==> src/rtl/imm_gen_pipe_if.sv <==
// Handshake bundle between the instruction supplier and the immediate consumer
// of imm_gen_pipe. The slave modport is the block's view; master is the peer's.
interface imm_gen_pipe_if #(
  parameter int XLEN = 32
);
  logic            in_valid;
  logic            in_ready;
  logic [31:0]     in_instr;
  logic            out_valid;
  logic            out_ready;
  logic [XLEN-1:0] out_imm;
  logic [2:0]      out_fmt;

  modport master (
    output in_valid, in_instr, out_ready,
    input  in_ready, out_valid, out_imm, out_fmt
  );

  modport slave (
    input  in_valid, in_instr, out_ready,
    output in_ready, out_valid, out_imm, out_fmt
  );
endinterface

==> src/rtl/imm_gen_pipe.sv <==
// RISC-V I/S/B/U/J immediate generator with PC-relative bias, delivered through
// a two-entry skid buffer (main + skid register) so every output is registered.
module imm_gen_pipe #(
  parameter int XLEN        = 32,
  parameter int BRANCH_BIAS = 8,
  parameter int UPPER_BIAS  = 4
) (
  input  logic         clk,
  input  logic         rst,
  input  logic         flush,
  imm_gen_pipe_if.slave bus
);

  typedef enum logic [1:0] {EMPTY, ONE, FULL} state_e;
  typedef enum logic [2:0] {
    FMT_NONE = 3'd0, FMT_I = 3'd1, FMT_S = 3'd2,
    FMT_B    = 3'd3, FMT_U = 3'd4, FMT_J = 3'd5
  } fmt_e;

  localparam logic [XLEN-1:0] BR_BIAS = XLEN'(BRANCH_BIAS);
  localparam logic [XLEN-1:0] UP_BIAS = XLEN'(UPPER_BIAS);

  state_e          state_q, state_d;
  logic [XLEN-1:0] main_imm_q, main_imm_d, skid_imm_q, skid_imm_d;
  fmt_e            main_fmt_q, main_fmt_d, skid_fmt_q, skid_fmt_d;

  logic [31:0]     dec_raw;
  logic [XLEN-1:0] dec_bias;
  logic [XLEN-1:0] dec_imm;
  fmt_e            dec_fmt;
  logic            in_ready_w;
  logic            out_valid_w;
  logic            accept_in;
  logic            accept_out;

  // Every immediate is first formed as a 32-bit value whose bit 31 is the
  // instruction sign, then widened as signed so XLEN=64 extends bit 31.
  always_comb begin
    // NOTE: every always_comb output gets a default first so no path can
    // leave it unassigned and infer a latch.
    dec_raw  = '0;
    dec_bias = '0;
    dec_fmt  = FMT_NONE;
    case (bus.in_instr[6:0])
      7'b0010011, 7'b0000011, 7'b1100111: begin
        dec_raw = {{20{bus.in_instr[31]}}, bus.in_instr[31:20]};
        dec_fmt = FMT_I;
      end
      7'b0100011: begin
        dec_raw = {{20{bus.in_instr[31]}}, bus.in_instr[31:25], bus.in_instr[11:7]};
        dec_fmt = FMT_S;
      end
      7'b1100011: begin
        dec_raw  = {{19{bus.in_instr[31]}}, bus.in_instr[31], bus.in_instr[7],
                    bus.in_instr[30:25], bus.in_instr[11:8], 1'b0};
        dec_bias = BR_BIAS;
        dec_fmt  = FMT_B;
      end
      7'b0110111, 7'b0010111: begin
        dec_raw  = {bus.in_instr[31:12], 12'b0};
        dec_bias = UP_BIAS;
        dec_fmt  = FMT_U;
      end
      7'b1101111: begin
        dec_raw  = {{11{bus.in_instr[31]}}, bus.in_instr[31], bus.in_instr[19:12],
                    bus.in_instr[20], bus.in_instr[30:21], 1'b0};
        dec_bias = BR_BIAS;
        dec_fmt  = FMT_J;
      end
      default: ;
    endcase
    dec_imm = XLEN'($signed(dec_raw)) - dec_bias;
  end

  always_ff @(posedge clk) begin
    // NOTE: sequential state uses non-blocking assignments only, so every
    // flop samples values from before the edge regardless of block order.
    if (rst) state_q <= EMPTY;
    else     state_q <= state_d;
  end

  // Data registers are reset too, so out_imm/out_fmt read 0 after reset.
  always_ff @(posedge clk) begin
    if (rst) begin
      main_imm_q <= '0;
      main_fmt_q <= FMT_NONE;
      skid_imm_q <= '0;
      skid_fmt_q <= FMT_NONE;
    end else begin
      main_imm_q <= main_imm_d;
      main_fmt_q <= main_fmt_d;
      skid_imm_q <= skid_imm_d;
      skid_fmt_q <= skid_fmt_d;
    end
  end

  always_comb begin
    accept_in  = bus.in_valid && in_ready_w;
    accept_out = out_valid_w && bus.out_ready;
    state_d    = state_q;
    main_imm_d = main_imm_q;
    main_fmt_d = main_fmt_q;
    skid_imm_d = skid_imm_q;
    skid_fmt_d = skid_fmt_q;
    if (flush) begin
      state_d = EMPTY;
    end else begin
      case (state_q)
        EMPTY: if (accept_in) begin
          state_d    = ONE;
          main_imm_d = dec_imm;
          main_fmt_d = dec_fmt;
        end
        ONE: begin
          if (accept_in && accept_out) begin
            main_imm_d = dec_imm;
            main_fmt_d = dec_fmt;
          end else if (accept_out) begin
            state_d = EMPTY;
          end else if (accept_in) begin
            state_d    = FULL;
            skid_imm_d = dec_imm;
            skid_fmt_d = dec_fmt;
          end
        end
        FULL: if (accept_out) begin
          state_d    = ONE;
          main_imm_d = skid_imm_q;
          main_fmt_d = skid_fmt_q;
        end
        default: state_d = EMPTY;
      endcase
    end
  end

  // in_ready looks only at registered occupancy (plus reset), never out_ready.
  always_comb begin
    in_ready_w  = (state_q != FULL) && !rst;
    out_valid_w = (state_q != EMPTY);
  end

  assign bus.in_ready  = in_ready_w;
  assign bus.out_valid = out_valid_w;
  assign bus.out_imm   = main_imm_q;
  assign bus.out_fmt   = main_fmt_q;

endmodule

==> src/flat_wrapper.sv <==
// flat-port wrapper written by rule: the top's interface ports become plain ports
module imm_gen_pipe_flat 
#(
  parameter int XLEN        = 32,
  parameter int BRANCH_BIAS = 8,
  parameter int UPPER_BIAS  = 4
)
  (clk, rst, flush, bus_in_valid, bus_in_instr, bus_out_ready, bus_in_ready, bus_out_valid, bus_out_imm, bus_out_fmt);
  imm_gen_pipe_if #(.XLEN(XLEN)) bus_i ();
  input  logic clk;
  input  logic rst;
  input  logic flush;
  input wire logic [$bits(bus_i.in_valid)-1:0] bus_in_valid;
  input wire logic [$bits(bus_i.in_instr)-1:0] bus_in_instr;
  input wire logic [$bits(bus_i.out_ready)-1:0] bus_out_ready;
  output wire logic [$bits(bus_i.in_ready)-1:0] bus_in_ready;
  output wire logic [$bits(bus_i.out_valid)-1:0] bus_out_valid;
  output wire logic [$bits(bus_i.out_imm)-1:0] bus_out_imm;
  output wire logic [$bits(bus_i.out_fmt)-1:0] bus_out_fmt;
  assign bus_i.in_valid = bus_in_valid;
  assign bus_i.in_instr = bus_in_instr;
  assign bus_i.out_ready = bus_out_ready;
  assign bus_in_ready = bus_i.in_ready;
  assign bus_out_valid = bus_i.out_valid;
  assign bus_out_imm = bus_i.out_imm;
  assign bus_out_fmt = bus_i.out_fmt;
  imm_gen_pipe #(.XLEN(XLEN), .BRANCH_BIAS(BRANCH_BIAS), .UPPER_BIAS(UPPER_BIAS)) u_core (.clk(clk), .rst(rst), .flush(flush), .bus(bus_i));
endmodule
==> config.mk <==
export PLATFORM = sky130hd
export DESIGN_NAME = imm_gen_pipe_flat
export DESIGN_NICKNAME = d
export VERILOG_FILES = /design/src/rtl/imm_gen_pipe_if.sv /design/src/rtl/imm_gen_pipe.sv /design/src/flat_wrapper.sv
export SDC_FILE = /design/constraint.sdc
export NUM_CORES = 1
export LEC_CHECK = 0
export BUFFER_PORTS_ARGS = -buffer_cell sky130_fd_sc_hd__buf_4
export CELL_PAD_IN_SITES_DETAIL_PLACEMENT = 0
export CELL_PAD_IN_SITES_GLOBAL_PLACEMENT = 2
export CORE_MARGIN = 3
export CORE_UTILIZATION = 35
export CTS_CLUSTER_DIAMETER = 80
export DETAILED_ROUTE_END_ITERATION = 16
export PLACE_DENSITY_LB_ADDON = 0.1
export SETUP_SLACK_MARGIN = 0.05
export SLEW_MARGIN = 15
export SYNTH_ARGS = -nofsm -noshare
export SYNTH_HDL_FRONTEND = slang
export SYNTH_SLANG_ARGS = --single-unit
==> constraint.sdc <==
create_clock -name clk -period 8.3 [get_ports clk]
set_clock_uncertainty 0.05 [all_clocks]
set_input_delay 1.66 -clock clk [delete_from_list [all_inputs] [get_ports clk]]
set_output_delay 1.66 -clock clk [all_outputs]
set_load 0.005 [all_outputs]
Yosys cells after proc, flatten, opt, wreduce, memory -nomap -nowiden:

Index checks and enable logic that the tools add are counted.

* flip-flop bits (word level): 72
* output and inout port bits: 37
* word-level logic and storage cells: 57

* add/sub/neg operators: 1
* equal/unequal tests: 16
* mux-type cells: 17
* bitwise operators: 3
* reductions and logical operators: 15

Operator list (number)
* $pmux 32 s5: 1
* $mux 32: 3
* $pmux 32 s3: 1
* $sub 32x4->32: 1
* $eq 7x7->1 const B: 3
* $pmux 3 s5: 1
* $eq 7x5->1 const B: 2
* $eq 7x6->1 const B: 2
* $mux 2: 5
* $reduce_and 5->1: 2
* $mux 3: 3
* $pmux 3 s3: 1
* $pmux 4 s2: 1
* $eq 7x2->1 const B: 1
* $ne 2x1->1 const B: 3
* $pmux 2 s3: 1
* $reduce_or 2->1: 3
* $logic_and 1x1->1: 4
* $ne 2x2->1 const B: 2
* $reduce_and 4->1: 1
* $ne 3x1->1 const B: 1
* $not 1->1: 3
* $reduce_bool 3->1: 1
* $reduce_or 3->1: 1
* 5 further kinds: 5

Logic depth before layout (Yosys ltp):

Gate-level depths: netlist (run 1).

* depth after elaboration: 7
* gate-level depth with buffers: 13
* depth with buffers taken out: 11

Least setup slack after synthesis (run 1):

Ideal clock, no wire load.

* path type: input -> register
* from: input bus_in_instr[2]
* to: register u_core.main_imm_q[25], in the netlist u_core.bus.out_imm[25]
* arrival time: 4.500 ns
* required time: 8.112 ns
* setup slack: 3.613 ns
* stages: 12
* cell sequence: buf_2 -> nand4bb_1 -> o32ai_2 -> a22o_1 -> ha_1 -> inv_1 -> o221ai_1 -> a21oi_1 -> nand3_2 -> o311a_1 -> a211oi_1 -> o221ai_1

* longest elaborated chain between the ends: 6
* elaborated cells on any way between the ends: 17
* classes of those cells: add/sub: 1; eq/ne: 8; mux: 5; reduce/logical: 3

RTL lines
* from (decl): RTL line flat_wrapper.sv:14 `input wire logic [$bits(bus_i.in_instr)-1:0] bus_in_instr;`
* $eq 7x5->1, or another cell as far along: RTL line imm_gen_pipe.sv:44 `case (bus.in_instr[6:0])`
* $reduce_or 3->1, or another cell as far along: RTL line imm_gen_pipe.sv:44
* $pmux 32 s5 / $pmux 4 s2 (equally long branches): RTL line imm_gen_pipe.sv:44
* $sub 32x4->32 (*): RTL line imm_gen_pipe.sv:72 `dec_imm = XLEN'($signed(dec_raw)) - dec_bias;`
* $mux 32 (on tied branches): RTL line imm_gen_pipe.sv:115, imm_gen_pipe.sv:109
* $pmux 32 s3 (*): RTL line imm_gen_pipe.sv:108 `case (state_q)`
* to (signal assigned): RTL line imm_gen_pipe.sv:90 `main_imm_q <= main_imm_d;`
* to (decl): RTL line imm_gen_pipe.sv:24 `logic [XLEN-1:0] main_imm_q, main_imm_d, skid_imm_q, skid_imm_d;`

Mark *: on every way between the ends. The rest lies on a longest branch, timed or not. The select of a mux whose other input is x is not followed.
A chain may end at the register's enable or synchronous reset.

Worst setup path in the final report (run 1):

Same ends and word-level chain as after synthesis.

==> run_results.csv, run 1 <==
group,metric,value,unit
clock_tree,cts_resized,0,
die,core_area,11500,µm²
die,die_x,115,µm
worst_setup_path,path_class,"primary input to flop",
timing,post-route-period-util,0.606,
worst_setup_path,cp.required,8.45,ns
clock_tree,tritoncts,"yes",
power_and_ir_drop,leakagePower,1.85,nW
routing,finalWirelength,13900,µm
die,rows,39,
placed_design,dp_hpwl,9960,µm
worst_setup_path,critPathMaxFanout,10,
synthesis,synthFlopType,"dfxtp_1",
placed_design,port-buffer-count,73,
clock_tree,clock_latency,0.34,ns
timing,setup_viol,0,
die,die_y,115,µm
worst_setup_path,critPathCaptureType,"flop",
cells_and_area,nets,635,
timing,rsz0062_at_grt,"false",
worst_setup_path,worst_path_most_repeated_cell,"o221ai_1",
placed_design,pre_cts_slack,2.97,ns
routing,drc_errors,0,
synthesis,ys_types,80,
cells_and_area,syn2layout_area_growth,22.2,%
worst_setup_path,crit_slowest_cell,"o32ai_2",
timing,finalCriticalPeriod,5.03,ns
synthesis,synth-edff-count,0,
routing,dr.pass1.iters,4,
clock_tree,clk_path_buf_depth,2,
timing,max_freq,199,MHz
clock_tree,htreeDepth,3,
synthesis,yosys_warnings,0,
cells_and_area,utilization,0.443,
worst_setup_path,critPathArrivalTime,5.18,ns
timing,slew_violations,0,
clock_tree,path_clk_slew,0.06,ns
min_path,hp-class,"flop to flop",
status,outcome,"finished, final reports clean",
timing,tightest_slew,1.02,ns
global_routing,grt_max_degree,55,
power_and_ir_drop,total_power,0.851,mW
routing,drt_iter0_markers,303,
synthesis,yosysSeqAreaShare,0.346,
timing,slew_headroom,0.316,
routing,viasPerCell,5.76,
die,die_area,13300,µm²
worst_setup_path,slowest_delay,0.61,ns
synthesis,synthArstFlopShare,0,
cells_and_area,final_common_cell,"nand2_1",
cells_and_area,drive_gt1_frac,0.200,
global_routing,grt_antenna_before_repair,0,
die,io_pins,74,
global_routing,grt_pass1_wl,22200,µm
cells_and_area,antenna_cells,0,
power_and_ir_drop,power_density,167,nW/µm²
clock_tree,cts-root-buf,"clkbuf_16",
clock_tree,cts_setup_buffers,0,
die,start_util,0.362,
synthesis,yosys_register_bits,72,
routing,ant_nets,0,
timing,final_hold_viol_count,0,
routing,vias,4283,
cells_and_area,finalNonFillerCells,743,
power_and_ir_drop,ir_worst_vdd,0.0875,mV
cells_and_area,final_cell_mix,"nand2_1, buf_4, dfxtp_1",
job,drv_cap,0,
clock_tree,numClockSinks,72,
synthesis,netlist_instances,542,
timing,setup_slack,3.27,ns
worst_setup_path,path_cells,"buf_4 > nand4bb_1 > o32ai_2 > a22o_1 > ha_1 > inv_1 > o221ai_1 > a21oi_1 > nand3_2 > o311a_1 > a211oi_1 > o221ai_1",
worst_setup_path,critPathLaunchType,"primary input",
routing,drt-wirelength-per-cell,18.8,µm
clock_tree,cts_hold_buf,0,
placed_design,dp.cells,727,
synthesis,synth_area,4170,µm²
clock_tree,numCtsBuffers,9,
placed_design,finalWeightedCongestion,0.905,
global_routing,overflow,0,
timing,tns,0,ns
global_routing,grt_usage,0.216,
synthesis,avgSynthCellArea,7.69,µm²
global_routing,grt_pass1_vias,3860,
synthesis,syn_nets,582,
## path summary, 6_finish.rpt
kind,slack (ns),start,endpoint,cells after the start
setup / recovery,3.27,bus_in_instr[2],u_core.bus.out_imm[25],12
hold / removal,0.40,u_core.bus.out_imm[2],u_core.bus.out_imm[2],2
setup reg to reg,5.57,u_core.state_q[1],u_core.bus.out_imm[17],7
hold reg to reg,0.40,u_core.bus.out_imm[2],u_core.bus.out_imm[2],2
## synthesized netlist by cell type (all sizes together), types with 8 or more instances
cell type | count | area, µm²
o21ai | 32 | 160
nor3 | 8 | 40.0
a311oi | 8 | 70.1
nand2 | 80 | 300
dfxtp | 72 | 1440
or3 | 9 | 61.3
o211ai | 14 | 105
nor2 | 64 | 240
a21oi | 46 | 230
inv | 8 | 30.0
a211oi | 27 | 208
nand3 | 19 | 118
nand2b | 8 | 50.1
clkbuf | 30 | 113
## state kept, by name, indices dropped and copies added, names as in the netlist
| name | flops |
|---|---|
| u_core.skid_imm_q | 32 |
| u_core.bus.out_fmt | 3 |
| u_core.state_q | 2 |
| u_core.skid_fmt_q | 3 |
| u_core.bus.out_imm | 32 |
## kinds of logic after synthesis
logic type	share of synthesized area
XOR/XNOR	0.0189
flip-flops	0.346
AO/OA/AOI/OAI	0.314
AND/OR/NAND/NOR	0.263
adder cells (fa/ha/maj)	0.0108
buffers and inverters	0.0426
multiplexers	0.00510
## worst max-delay path: cells and delay by family
family,cells,cell delay (ns)
adder cells (fa/ha/maj),1,0.24
AO/OA/AOI/OAI,7,2.44
AND/OR/NAND/NOR,2,0.64
buffers and inverters,2,0.20
## where the power goes
group	internal (mW)	switching (mW)
clock	0.250	0.153
combinational	0.0363	0.0574
sequential	0.351	0.00330
total	0.637	0.214
## layer usage
metal,routed length (µm),vias up,GRT usage,share of wire
li1,-,2117,-,-
met1,7080,2039,0.319,0.51
met2,6100,117,0.324,0.44
met3,572,10,0.0447,0.041
met4,197,0,0.0501,0.014
met5,0,-,0,0
## stage by stage
| stage | hold WS (ns) | instance area (µm²) |
|---|---|---|
| 2_1_floorplan | 0.387 | 4170 |
| 3_3_place_gp | 0.393 | 4790 |
| 3_5_place_dp | 0.399 | 4790 |
| 4_1_cts | 0.407 | 5100 |
| 5_1_grt | 0.428 | 5100 |
| 6_report | 0.404 | 5100 |
## layout make-up
type / count / area, µm²
fill: 1188 / 6420
multi-input combinational: 426 / 2550
sequential: 72 / 1440
timing repair buffer: 78 / 586
clock buffer: 12 / 256
tap: 143 / 179
clock inverter: 4 / 51.3
inverter: 8 / 30.0
Note: power is estimated with default switching activity, not from simulation.
==> run 2, diff against run 1 <==
ABC_AREA = 1   (was unset)
CORE_UTILIZATION = 31   (was 35)
clock period = 5 ns   (was 8.3 ns; I/O delays follow)
==> run 2 against run 1 <==
  * Wire length increased by 11%
  * Register-to-register slack got worse by 3.4 ns
  * Critical path depth increased by 7
  * Setup slack got worse by 1.8 ns
  * Clock-buffer cell count decreased by 1
  * Critical endpoint is now u_core.bus.out_imm[10]
  * First-iteration DRC count increased by 3.3%
  * Via count increased by 14%
  * Cell area increased by 14%
  * Total power increased by 70%
  * Synthesized cell count increased by 37%
  * Non-clock buffer count increased by 1
==> run_results.csv, run 2 <==
group,metric,value,unit
synthesis,ys_types,45,
global_routing,grt_usage,0.188,
timing,setup_slack,1.43,ns
clock_tree,cts-root-buf,"clkbuf_16",
synthesis,synth_area,4830,µm²
timing,slew_headroom,0.389,
timing,post-route-period-util,0.714,
synthesis,synth_common_cells,"nand2_1, nor2_1, nand3_1",
placed_design,dp_hpwl,11600,µm
cells_and_area,syn2layout_area_growth,20.4,%
global_routing,grt_antenna_before_repair,0,
timing,max_freq,280,MHz
synthesis,synth_top_cell_area_share,0.298,
global_routing,grt_pass1_vias,4579,
power_and_ir_drop,leakagePower,3.08,nW
synthesis,synthFlopType,"dfxtp_1",
global_routing,use_met3,0.0362,
clock_tree,clock_latency,0.35,ns
worst_setup_path,crit_family,"simple AND/OR/NAND/NOR gates",
routing,finalWirelength,15500,µm
global_routing,grt_pass1_wl,24600,µm
die,rows,45,
worst_setup_path,slowest_delay,0.38,ns
synthesis,avgSynthCellArea,6.51,µm²
clock_tree,path_clk_slew,0.06,ns
worst_setup_path,critPathCaptureType,"flop",
routing,viasPerCell,4.81,
synthesis,synth_area_leader_cell,"dfxtp_1",
routing,vias,4881,
synthesis,netlist_instances,743,
synthesis,yosys-top-cells-area,"dfxtp_1, nand2_1, nand3_1",
synthesis,yosysMostFrequentCell,"nand2_1",
routing,ant_nets,0,
timing,slew_violations,0,
worst_setup_path,critPathArrivalTime,3.74,ns
synthesis,synthArstFlopShare,0,
clock_tree,numCtsBuffers,9,
routing,drt_iter0_markers,313,
worst_setup_path,path_cells,"buf_4 > nand2_4 > inv_1 > nand3_2 > nand2_4 > nor2_1 > inv_1 > a22oi_1 > ha_1 > inv_1 > fa_1 > inv_1 > nand3_2 > nor2_2 > nand3_1 > o21bai_1 > nand2_1 > o21ai_0 > a21oi_1",
status,outcome,"finished, final reports clean",
timing,finalCriticalPeriod,3.57,ns
clock_tree,cts_setup_buffers,0,
clock_tree,tritoncts,"yes",
die,core_area,15300,µm²
job,drv_cap,0,
worst_setup_path,critPathMaxFanout,6,
clock_tree,clk_path_buf_depth,2,
clock_tree,numClockSinks,72,
routing,drc_errors,0,
cells_and_area,final_cell_mix,"nand2_1, nor2_1, nand3_1",
timing,tns,0,ns
timing,tightest_slew,0.916,ns
worst_setup_path,crit_slowest_cell,"fa_1",
cells_and_area,nets,838,
power_and_ir_drop,ir_worst_vdd,0.157,mV
placed_design,port-buffer-count,73,
timing,rsz0062_at_grt,"false",
global_routing,overflow,0,
global_routing,gr-usage-met1,0.265,
die,die_x,131,µm
clock_tree,htreeDepth,3,
die,start_util,0.317,
clock_tree,cts_hold_buf,0,
timing,final_hold_viol_count,0,
placed_design,pre_cts_slack,1.01,ns
synthesis,yosysSeqAreaShare,0.298,
die,die_area,17100,µm²
routing,dr.pass1.iters,5,
cells_and_area,drive_gt1_frac,0.214,
worst_setup_path,worst-path-buf-inv,5,
cells_and_area,final_common_cell,"nand2_1",
global_routing,met2_usage,0.296,
timing,setup_viol,0,
worst_setup_path,critPathLaunchType,"primary input",
die,io_pins,74,
synthesis,synth-edff-count,0,
cells_and_area,antenna_cells,0,
worst_setup_path,cp.depth,19,
min_path,hold_path_depth,2,
power_and_ir_drop,power_density,248,nW/µm²
placed_design,finalWeightedCongestion,0.881,
worst_setup_path,worst_path_most_repeated_cell,"inv_1",
worst_setup_path,r2r_cells,13,
worst_setup_path,cp.required,5.17,ns
global_routing,grt_max_degree,54,
global_routing,busiest_layer,"met2",
die,die_y,131,µm
worst_setup_path,path_class,"primary input to flop",
routing,drt-wirelength-per-cell,15.3,µm
clock_tree,cts_resized,0,
min_path,hp-class,"flop to flop",
synthesis,yosys_warnings,0,
synthesis,syn_nets,783,
cells_and_area,num-fill-cells,1647,
synthesis,yosys_register_bits,72,
==> run 2: path summary, 6_finish.rpt <==
check	end	slack, ns	startpoint
max reg2reg	u_core.bus.out_imm[5]	2.16	u_core.state_q[1]
min reg2reg	u_core.bus.out_imm[13]	0.41	u_core.bus.out_imm[13]
max	u_core.bus.out_imm[10]	1.43	bus_in_instr[1]
min	u_core.bus.out_imm[13]	0.41	u_core.bus.out_imm[13]
==> run 2: logic make-up (layout without fill, tap and decap cells) <==
| family | count (synthesis) | after routing | share of synthesized area |
|---|---|---|---|
| AND/OR/NAND/NOR | 418 | 418 | 0.428 |
| AO/OA/AOI/OAI | 125 | 125 | 0.149 |
| buffers and inverters | 116 | 176 | 0.0991 |
| flip-flops | 72 | 72 | 0.298 |
| XOR/XNOR | 9 | 9 | 0.0163 |
| adder cells (fa/ha/maj) | 3 | 3 | 0.00932 |
==> run 2: final cells by class <==
class                   count  area [µm²]  area share
clock buffers              11         243      0.0417
clock inverters             5        56.3     0.00967
repair buffers             79         593       0.102
well taps                 211         264      0.0453
inverters                  81         304      0.0522
flip-flops and latches     72        1440       0.248
multi-input cells         555        2920       0.502
==> run 2: stage by stage <==
step | total power, mW | hold WS [ns] | cell area, µm² | utilization | instances
2_1_floorplan | 0.719 | 0.406 | 4830 | - | 743
3_3_place_gp | 0.799 | 0.404 | 5520 | 0.362 | 998
3_5_place_dp | 0.800 | 0.405 | 5520 | 0.362 | 998
4_1_cts | 1.47 | 0.415 | 5820 | 0.382 | 1014
5_1_grt | 1.51 | 0.432 | 5820 | 0.382 | 1014
6_report | 1.44 | 0.413 | 5820 | 0.382 | 1014
==> run 2: layer usage <==
layer	part of all wire	vias to the layer above	wire length (µm)
met5	0	-	0
met4	0.014	0	220
met3	0.037	16	581
met2	0.45	93	7020
met1	0.50	2238	7720
li1	-	2534	-
==> run 2: where the power goes <==
part	total (mW)	leakage (nW)	switching [mW]	internal, mW
registers	0.591	0.582	0.00596	0.585
clock network	0.659	0.145	0.260	0.399
logic	0.194	2.36	0.122	0.0726
==> run 2: tightest hold or removal path, delay by kind of cell, from the launching register on <==
family / cells / cell delay (ns)
AO/OA/AOI/OAI: 1 / 0.05
AND/OR/NAND/NOR: 1 / 0.06
flip-flops: 1 / 0.31
==> run 3, diff against run 2 <==
clock period = 3.5 ns   (was 5 ns; I/O delays follow)
==> run 3 against run 2 <==
  * Clock-buffer cell count rose by 2
  * Cell count grew 0.59%
  * Register-to-register slack worse by 0.96 ns
  * Via count up 0.86%
  * Global-route usage up 0.23 points
  * First-iteration DRC count fell by 30%
  * Non-clock buffer count grew 6
  * Worst hold slack barely moved
  * Total power up 36%
  * Critical path depth rose by 2
  * Sequential cell count stayed put
==> run_results.csv, run 3 (synthesis gave the netlist of run 2 again) <==
group,metric,value,unit
cells_and_area,nets,844,
power_and_ir_drop,swShare,0.274,
worst_setup_path,critPathCaptureType,"flop",
global_routing,grt_pass1_wl,25300,µm
worst_setup_path,cp.depth,21,
clock_tree,tritoncts,"yes",
routing,drt_iter0_markers,220,
timing,finalCriticalPeriod,3.12,ns
placed_design,dp_hpwl,12000,µm
worst_setup_path,worst_path_most_repeated_cell,"inv_1",
clock_tree,clk_path_buf_depth,2,
global_routing,grt_max_degree,51,
clock_tree,numCtsBuffers,9,
worst_setup_path,r2r_cells,12,
clock_tree,cts_resized,0,
worst_setup_path,cp.required,3.66,ns
min_path,hp-class,"flop to flop",
die,die_y,131,µm
timing,post-route-period-util,0.892,
placed_design,port-buffer-count,73,
power_and_ir_drop,p_comb_frac,0.143,
die,core_area,15300,µm²
timing,max_freq,320,MHz
die,io_pins,74,
placed_design,finalWeightedCongestion,0.847,
power_and_ir_drop,total_power,1.96,mW
worst_setup_path,critPathArrivalTime,3.28,ns
worst_setup_path,slowest_delay,0.39,ns
worst_setup_path,critPathLaunchType,"primary input",
clock_tree,path_clk_slew,0.06,ns
timing,final_hold_viol_count,0,
cells_and_area,final_cell_mix,"nand2_1, nor2_1, nand3_1",
clock_tree,htreeDepth,3,
routing,drt-wirelength-per-cell,15.4,µm
power_and_ir_drop,power_density,336,nW/µm²
power_and_ir_drop,internal_power,1.42,mW
global_routing,overflow,0,
power_and_ir_drop,p_clk_frac,0.426,
die,rows,45,
die,die_x,131,µm
routing,vias,4923,
worst_setup_path,crit_family,"simple AND/OR/NAND/NOR gates",
cells_and_area,antenna_cells,0,
power_and_ir_drop,ir_worst_vdd,0.199,mV
worst_setup_path,worst-path-buf-inv,5,
routing,drc_errors,0,
global_routing,grt_antenna_before_repair,0,
global_routing,grt_pass1_vias,4769,
cells_and_area,syn2layout_area_growth,20.5,%
cells_and_area,utilization,0.382,
timing,rsz0062_at_grt,"false",
power_and_ir_drop,leakagePower,3.09,nW
die,start_util,0.317,
clock_tree,cts_hold_buf,0,
global_routing,grt_usage,0.190,
power_and_ir_drop,p_seq_frac,0.431,
timing,setup_viol,0,
worst_setup_path,critPathMaxFanout,7,
clock_tree,cts-root-buf,"clkbuf_16",
job,drv_cap,0,
die,die_area,17100,µm²
clock_tree,cts_setup_buffers,0,
routing,ant_nets,0,
clock_tree,numClockSinks,72,
routing,dr.pass1.iters,4,
power_and_ir_drop,p_switching,0.537,mW
timing,tightest_slew,0.914,ns
min_path,hold_path_depth,2,
timing,slew_headroom,0.390,
timing,slew_violations,0,
clock_tree,clock_latency,0.34,ns
routing,viasPerCell,4.83,
routing,finalWirelength,15800,µm
cells_and_area,final_common_cell,"nand2_1",
worst_setup_path,path_class,"primary input to flop",
cells_and_area,drive_gt1_frac,0.216,
timing,tns,0,ns
worst_setup_path,crit_slowest_cell,"fa_1",
status,outcome,"finished, final reports clean",
worst_setup_path,path_cells,"buf_4 > nand2_4 > inv_1 > nand3_2 > nand2_4 > nor2_1 > inv_1 > a22oi_1 > ha_1 > inv_1 > fa_1 > inv_1 > nand3_2 > nor2_2 > nand2_1 > nor2_4 > nand2_1 > o21ai_1 > nand3_1 > nand2_1 > a21oi_1",
## run 3: area by class of cell
type / instances / area (µm²)
Inverter: 81 / 304
Tap cell: 211 / 264
Fill cell: 1669 / 9430
Multi-Input combinational cell: 555 / 2920
Clock inverter: 3 / 18.8
Clock buffer: 13 / 240
Timing Repair Buffer: 85 / 638
Sequential cell: 72 / 1440
## run 3: per-layer routing
layer | up-vias | track usage | wire, µm
li1 | 2523 | - | -
met1 | 2295 | 0.264 | 7660
met2 | 89 | 0.303 | 7320
met3 | 16 | 0.0337 | 506
met4 | 0 | 0.0569 | 269
met5 | - | 0 | 0
## run 3: per-stage QoR
step | cells | hold WS (ns) | worst slack [ns] | instance area [µm²]
2_1_floorplan | 743 | 0.406 | 0.432 | 4830
3_3_place_gp | 1004 | 0.405 | 0.0991 | 5570
3_5_place_dp | 1004 | 0.406 | 0.0194 | 5570
4_1_cts | 1020 | 0.416 | 0.395 | 5830
5_1_grt | 1020 | 0.436 | 0.0836 | 5830
6_report | 1020 | 0.413 | 0.379 | 5830
## run 3: path summary, 6_finish.rpt
check	start	endpoint	slack [ns]
setup / recovery	bus_in_instr[1]	u_core.bus.out_imm[20]	0.38
hold / removal	u_core.bus.out_imm[13]	u_core.bus.out_imm[13]	0.41
setup reg to reg	u_core.state_q[1]	u_core.skid_imm_q[22]	1.20
hold reg to reg	u_core.bus.out_imm[13]	u_core.bus.out_imm[13]	0.41
## run 3: worst register-to-register path: cells and delay by family, from the launching register on
| family | cells | cell delay (ns) |
|---|---|---|
| DFF | 1 | 0.33 |
| AOI/OAI and AO/OA | 1 | 0.12 |
| and+or+nand+nor | 6 | 0.80 |
| buffers and inverters | 5 | 0.89 |
## run 3: power by group through the flow
stage                     combinational (mW)  clock, mW  sequential, mW
final                                  0.280      0.833           0.845
after global placement                 0.283          0           0.862
after floorplan                        0.165          0           0.862
after CTS                              0.284      0.863           0.845
after global routing                   0.315      0.891           0.846
after detailed placement               0.283          0           0.863
